$ cat src/rtl/mem_txn_fsm.sv
// Runs one flash transaction at a time on a byte-level QSPI engine: READ, or WREN -> PROG -> RDSR polling.
// Data paths are combinational pass-throughs with valid/ready; define MEM_TXN_TIMEOUT_EN to bound polling and raise sticky err.
module mem_txn_fsm #(
  parameter int         ADDR_W        = 24,
  parameter int         LEN_W         = 9,
  parameter logic [7:0] RD_OPCODE     = 8'h6B,
  parameter logic [7:0] PP_OPCODE     = 8'h32,
  parameter logic [7:0] WREN_OPCODE   = 8'h06,
  parameter logic [7:0] RDSR_OPCODE   = 8'h05,
  parameter int         RD_DUMMY      = 8,
  parameter int         TIMEOUT_POLLS = 1024
) (
  input  logic              clk,
  input  logic              rst,
  input  logic              ena,
  input  logic              r_w,
  input  logic              address_valid,
  input  logic [ADDR_W-1:0] address,
  input  logic              length_valid,
  input  logic [LEN_W-1:0]  length,
  input  logic [7:0]        in_fsm_data,
  input  logic              in_fsm_valid,
  input  logic              in_fsm_ready,
  output logic [7:0]        out_fsm_data,
  output logic              out_fsm_valid,
  output logic              out_fsm_ready,
  output logic              txn_done,
  output logic              err,
  output logic              qspi_start,
  output logic [7:0]        qspi_cmd,
  output logic              qspi_addr_en,
  output logic [ADDR_W-1:0] qspi_addr,
  output logic [3:0]        qspi_dummy,
  output logic              qspi_rw,
  output logic [LEN_W-1:0]  qspi_len,
  input  logic              qspi_done,
  output logic [7:0]        qspi_tx_data,
  output logic              qspi_tx_valid,
  input  logic              qspi_tx_ready,
  input  logic [7:0]        qspi_rx_data,
  input  logic              qspi_rx_valid,
  output logic              qspi_rx_ready
);

  typedef enum logic [2:0] {
    S_IDLE, S_READ, S_WREN, S_PROG, S_POLL, S_DONE
  } state_t;

  typedef struct packed {
    logic [7:0]        op;
    logic              addr_en;
    logic [ADDR_W-1:0] addr;
    logic [3:0]        dummy;
    logic              rw;
    logic [LEN_W-1:0]  len;
  } cmd_t;

  localparam logic [3:0] RD_DUMMY_C = 4'(RD_DUMMY);

  state_t            state_q;
  cmd_t              cmd_q;
  logic              start_q;
  logic              txn_done_q;
  logic [ADDR_W-1:0] addr_q;
  logic [LEN_W-1:0]  len_q;
  logic              addr_pend_q;
  logic              len_pend_q;
  logic [LEN_W-1:0]  cnt_q;
  logic [LEN_W-1:0]  cnt_d;
  logic              done_seen_q;
  logic              wip_q;
  logic              wip_d;
  logic              rx_hs;
  logic              tx_hs;

`ifdef MEM_TXN_TIMEOUT_EN
  localparam int            PCW      = $clog2(TIMEOUT_POLLS + 1);
  localparam logic [PCW-1:0] POLL_MAX = PCW'(TIMEOUT_POLLS);
  logic [PCW-1:0] poll_cnt_q;
  logic           err_q;
  assign err = err_q;
`else
  assign err = 1'b0;
`endif

  function automatic cmd_t mk_cmd(input logic [7:0]        op,
                                  input logic              addr_en,
                                  input logic [ADDR_W-1:0] addr,
                                  input logic [3:0]        dummy,
                                  input logic              rw,
                                  input logic [LEN_W-1:0]  len);
    cmd_t c;
    c.op      = op;
    c.addr_en = addr_en;
    c.addr    = addr;
    c.dummy   = dummy;
    c.rw      = rw;
    c.len     = len;
    return c;
  endfunction

  assign qspi_start    = start_q;
  assign qspi_cmd      = cmd_q.op;
  assign qspi_addr_en  = cmd_q.addr_en;
  assign qspi_addr     = cmd_q.addr;
  assign qspi_dummy    = cmd_q.dummy;
  assign qspi_rw       = cmd_q.rw;
  assign qspi_len      = cmd_q.len;
  assign txn_done      = txn_done_q;

  assign out_fsm_data  = (state_q == S_READ) ? qspi_rx_data : 8'h00;
  assign out_fsm_valid = (state_q == S_READ) && qspi_rx_valid;
  assign qspi_rx_ready = (state_q == S_READ) ? in_fsm_ready : (state_q == S_POLL);
  assign qspi_tx_data  = (state_q == S_PROG) ? in_fsm_data : 8'h00;
  assign qspi_tx_valid = (state_q == S_PROG) && in_fsm_valid;
  assign out_fsm_ready = (state_q == S_IDLE) || ((state_q == S_PROG) && qspi_tx_ready);

  always_comb begin
    rx_hs = qspi_rx_valid && qspi_rx_ready;
    tx_hs = qspi_tx_valid && qspi_tx_ready;
    cnt_d = cnt_q;
    if (((state_q == S_READ) && rx_hs) || ((state_q == S_PROG) && tx_hs)) begin
      cnt_d = cnt_q + 1'b1;
    end
    // A status byte arriving with qspi_done must decide that same cycle.
    wip_d = ((state_q == S_POLL) && rx_hs) ? qspi_rx_data[0] : wip_q;
  end

  always_ff @(posedge clk or posedge rst) begin
    if (rst) begin
      state_q     <= S_IDLE;
      cmd_q       <= '0;
      start_q     <= 1'b0;
      txn_done_q  <= 1'b1;
      addr_q      <= '0;
      len_q       <= '0;
      addr_pend_q <= 1'b0;
      len_pend_q  <= 1'b0;
      cnt_q       <= '0;
      done_seen_q <= 1'b0;
      wip_q       <= 1'b0;
`ifdef MEM_TXN_TIMEOUT_EN
      poll_cnt_q  <= '0;
      err_q       <= 1'b0;
`endif
    end else begin
      start_q <= 1'b0;
      cnt_q   <= cnt_d;
      wip_q   <= wip_d;
      unique case (state_q)
        S_IDLE: begin
          if (ena && addr_pend_q && len_pend_q) begin
            addr_pend_q <= 1'b0;
            len_pend_q  <= 1'b0;
            txn_done_q  <= 1'b0;
            cnt_q       <= '0;
            done_seen_q <= 1'b0;
            if (len_q == '0) begin
              state_q <= S_DONE;
            end else if (r_w) begin
              state_q <= S_READ;
              start_q <= 1'b1;
              cmd_q   <= mk_cmd(RD_OPCODE, 1'b1, addr_q, RD_DUMMY_C, 1'b1, len_q);
            end else begin
              state_q <= S_WREN;
              start_q <= 1'b1;
              cmd_q   <= mk_cmd(WREN_OPCODE, 1'b0, addr_q, 4'd0, 1'b0, '0);
            end
          end else begin
            if (address_valid) begin
              addr_q      <= address;
              addr_pend_q <= 1'b1;
            end
            if (length_valid) begin
              len_q      <= length;
              len_pend_q <= 1'b1;
            end
          end
        end
        S_READ: begin
          // qspi_done may lead the final handshakes under backpressure; remember it.
          if (qspi_done || done_seen_q) begin
            if (cnt_d == len_q) begin
              state_q <= S_DONE;
            end else begin
              done_seen_q <= 1'b1;
            end
          end
        end
        S_WREN: begin
          if (qspi_done) begin
            state_q <= S_PROG;
            start_q <= 1'b1;
            cmd_q   <= mk_cmd(PP_OPCODE, 1'b1, addr_q, 4'd0, 1'b0, len_q);
          end
        end
        S_PROG: begin
          if (qspi_done) begin
            state_q <= S_POLL;
            start_q <= 1'b1;
            wip_q   <= 1'b0;
            cmd_q   <= mk_cmd(RDSR_OPCODE, 1'b0, addr_q, 4'd0, 1'b1, LEN_W'(1));
`ifdef MEM_TXN_TIMEOUT_EN
            poll_cnt_q <= PCW'(1);
`endif
          end
        end
        S_POLL: begin
          if (qspi_done) begin
            if (wip_d) begin
`ifdef MEM_TXN_TIMEOUT_EN
              if (poll_cnt_q >= POLL_MAX) begin
                err_q   <= 1'b1;
                state_q <= S_DONE;
              end else begin
                start_q    <= 1'b1;
                wip_q      <= 1'b0;
                poll_cnt_q <= poll_cnt_q + 1'b1;
              end
`else
              start_q <= 1'b1;
              wip_q   <= 1'b0;
`endif
            end else begin
              state_q <= S_DONE;
            end
          end
        end
        S_DONE: begin
          state_q    <= S_IDLE;
          txn_done_q <= 1'b1;
        end
        default: begin
          state_q <= S_IDLE;
        end
      endcase
    end
  end

endmodule

$ cat config.mk
export PLATFORM = sky130hd
export DESIGN_NAME = mem_txn_fsm
export DESIGN_NICKNAME = d
export VERILOG_FILES = /design/src/rtl/mem_txn_fsm.sv
export SDC_FILE = /design/constraint.sdc
export NUM_CORES = 1
export LEC_CHECK = 0
export BUFFER_PORTS_ARGS = -buffer_cell sky130_fd_sc_hd__buf_4
export CORE_MARGIN = 2
export CORE_UTILIZATION = 25
export CTS_CLUSTER_DIAMETER = 80
export DETAILED_ROUTE_END_ITERATION = 7
export PLACE_DENSITY = 0.5
export SYNTH_ARGS = -nofsm -noshare
export SYNTH_HDL_FRONTEND = slang
export SYNTH_SLANG_ARGS = --single-unit
$ cat constraint.sdc
create_clock -name clk -period 7.95 [get_ports clk]
set_clock_uncertainty 0.2 [all_clocks]
set_input_delay 1.9875 -clock clk [delete_from_list [all_inputs] [get_ports clk]]
set_output_delay 1.9875 -clock clk [all_outputs]
set_load 0.01 [all_outputs]
==> impl_metrics.csv <==
group,metric,value,unit
synthesis,ys_ff_latch,90,
grt,grt_use_total,12.9,%
synthesis,synthXorXnorAreaFrac,4.14,%
pwr,p_switching,862,uW
flow_run,drv_cap,0,
placed_design,dp_slack,3170,ps
pwr,switching_share,37.7,%
pwr,power_frac_clock,19.8,%
synthesis,synth_cells,419,
setup_path,required,5760,ps
cells_and_area,antenna_cells,0,
clock_network,cts-root-buf,"clkbuf_16",
timing,fin_ws,3170,ps
setup_path,cp_data_arrival_time,2590,ps
synthesis,yosys_warnings,0,
placed_design,hpwl,7780,um
route,wl_per_cell,14.8,um
timing,fmax,0.209,GHz
timing,finalCritPeriodShare,60.1,%
cells_and_area,fin_nets,594,
route,first_iter_violations,146,
clock_network,post-cts-setup-buffer-count,0,
cells_and_area,finish.utilization,34.1,%
placed_design,place_area,5340,um^2
timing,final-hold-violation-count,0,
die,fp.dieArea,18000,um^2
pwr,peakVddDrop,0.000139,V
synthesis,synthSimpleGateAreaFrac,21.6,%
clock_network,cts_tree,"built",
timing,setup_viol_count_final,0,
pwr,power.share.sequential,37.9,%
timing,slew_headroom,26.0,%
clock_network,cts_resized,0,
die,core,16600,um^2
setup_path,reg2reg_setup_slack,4560,ps
grt,grt_max_degree,53,
die,initial_utilization,25.5,%
setup_path,critPathKind,"input port to output pin",
synthesis,yosysTopAreaCell,"dfrtp_1",
route,dr.pass1.iters,4,
cells_and_area,layout-drive-gt1-share,34.2,%
synthesis,synth_mux_area_share,9.25,%
pwr,internal_power,1.42,mW
timing,final.setup.tns,0,ps
cells_and_area,n_fill_cell,1715,
route,drc,0,
route,ant_nets,0,
synthesis,synth_cell_type_count,56,
timing,drv_slew,0,
route,vias,3354,
cells_and_area,area_growth,33.4,%
placed_design,portBuffers,124,
pwr,power_frac_comb,42.2,%
clock_network,cts_made_buffers,9,
timing,finalCriticalPeriod,4780,ps
clock_network,clkTransAtPathRegs,60,ps
die,num_io_pins,130,
synthesis,synth-seq-area-share,53.2,%
die,die_w,134,um
synthesis,synth-edff-count,0,
die,num_rows,47,
clock_network,h-tree-depth,3,
synthesis,yosysTopAreaCellShare,52.6,%
setup_path,endpoint_kind,"output pin",
grt,grt_overflow,0,
synthesis,yosys-top-cells-area,"dfrtp_1 53%, nand2_1 9.7%, mux2_2 8.8%, and3_1 3.4%, nor2_1 2.2%",
placed_design,gp_congestion,0.799,
setup_path,cp-start-kind,"input port",
synthesis,syn_area,4240,um^2
timing,worstMarginPinSlew,1110,ps
clock_network,worstSkewPairLatency,340,ps
die,die_h,134,um
clock_network,cts_buffer_depth,2,
clock_network,postCtsHoldBufs,0,
synthesis,synth-async-reset-ratio,100,%
pwr,powerDensity,405,nW/um^2
pwr,p_leak,2.80,nW
synthesis,synthAdderAreaFrac,0.295,%
grt,grt_pass1_wl,18200,um
cells_and_area,stdcell_area,5650,um^2
clock_network,numClockSinks,90,
run_status,status,"finished clean",
route,drt_wl_total,11200,um
grt,antenna_found_initial,0,
hold_path,hp-class,"flip-flop to flip-flop",
synthesis,synth_compound_area_share,7.24,%
grt,first_global_vias,3346,
synthesis,synth_flop_cell,"dfrtp_1",
synthesis,syn_area_per_cell,10.1,um^2
route,viasPerCell,4.42,
timing,grt_setup_unrepaired,"false",
pwr,power.total,2.29,mW
setup_path,cp_max_fo,2,
synthesis,synth_top_family_by_area,"simple AND/OR/NAND/NOR gates",
## metal layers
metal	up-vias	global-route usage (%)	wire (um)
li1	1638	-	-
met1	1617	17.1	5140
met2	90	20.2	5310
met3	9	3.78	614
met4	0	4.33	131
met5	-	0	0
## worst paths after layout
path,start,end,cells past startpoint
max in group asynchronous,rst,qspi_addr[13]$_DFFE_PP0P_,3
min in group asynchronous,rst,addr_q[7]$_DFFE_PP0P_,2
min reg2reg,addr_q[20]$_DFFE_PP0P_,qspi_addr[20]$_DFFE_PP0P_,2
min,addr_q[20]$_DFFE_PP0P_,qspi_addr[20]$_DFFE_PP0P_,2
max reg2reg,state_q[1]$_DFFE_PP0P_,done_seen_q$_DFFE_PP0P_,6
max,qspi_tx_ready,out_fsm_ready,5
## power groups by stage
stage	Sequential, mW	Combinational [mW]	Clock, mW
detailed placement	0.877	0.986	0
CTS	0.870	0.988	0.475
global placement	0.871	0.967	0
finish	0.867	0.966	0.454
global route	0.904	1.08	0.492
floorplan	0.852	0.613	0
## synthesized netlist by cell type (3+ instances only)
cell type / count
nor2_1: 25
clkbuf_1: 13
xor2_1: 10
nand3_1: 12
inv_1: 6
nand2b_1: 3
buf_2: 3
nor2b_1: 3
a21o_1: 4
a21oi_1: 13
xnor2_1: 10
a2111oi_0: 3
o21ai_0: 6
buf_4: 10
mux2_2: 33
nand2_1: 109
dfrtp_1: 89
and3_1: 23
## through the flow
| stage | hold WS, ps | std cells |
|---|---|---|
| CTS | 264 | 758 |
| global route | 282 | 758 |
| global placement | 242 | 742 |
| detailed placement | 246 | 742 |
| finish | 260 | 758 |
| floorplan | 233 | 423 |
## cell type report
cell class	instances	area (um^2)	area share (%)
Clock buffer	12	236	4.19
Clock inverter	4	76.3	1.35
Multi-Input combinational cell	299	1830	32.4
Sequential cell	90	2250	39.9
Timing Repair Buffer	127	953	16.9
Tap cell	220	275	4.87
Inverter	6	23.8	0.421
## worst max-delay path, cell delays in order
cell and delay, ps:
buf_4 120, and3_1 170, nor2_1 100, nor2_1 60, buf_4 170
## flip-flops by register name (all words and copies together), names as in the netlist, 3 cells and up
name and cells:
cnt_q 9, addr_q 24, qspi_cmd 6, qspi_len 9, len_q 9, qspi_addr 24
state_q 3
## cell families (layout without fill, tap and decap cells)
| group | count (synthesis) | count (layout) |
|---|---|---|
| compound gates | 43 | 43 |
| xor+xnor | 20 | 20 |
| fa+ha+maj | 1 | 1 |
| buf+inv | 34 | 149 |
| flops | 90 | 90 |
| mux | 35 | 35 |
| other cells | 1 | 5 |
| simple gates | 195 | 195 |
## placed cells by master, fill, tap and decap left out, types with 4 or more instances in the layout
cell | Yosys | final
and3_1 | 23 | 23
nand3_1 | 12 | 12
a21o_1 | 4 | 4
a21oi_1 | 13 | 12
nor2_1 | 25 | 25
conb_1 | 1 | 5
inv_1 | 6 | 5
buf_4 | 10 | 127
xnor2_1 | 10 | 10
mux2_2 | 33 | 33
dfrtp_1 | 89 | 89
o21ai_0 | 6 | 6
clkbuf_16 | 0 | 9
xor2_1 | 10 | 10
nand2_1 | 109 | 109
(Power assumes the default switching activity.)
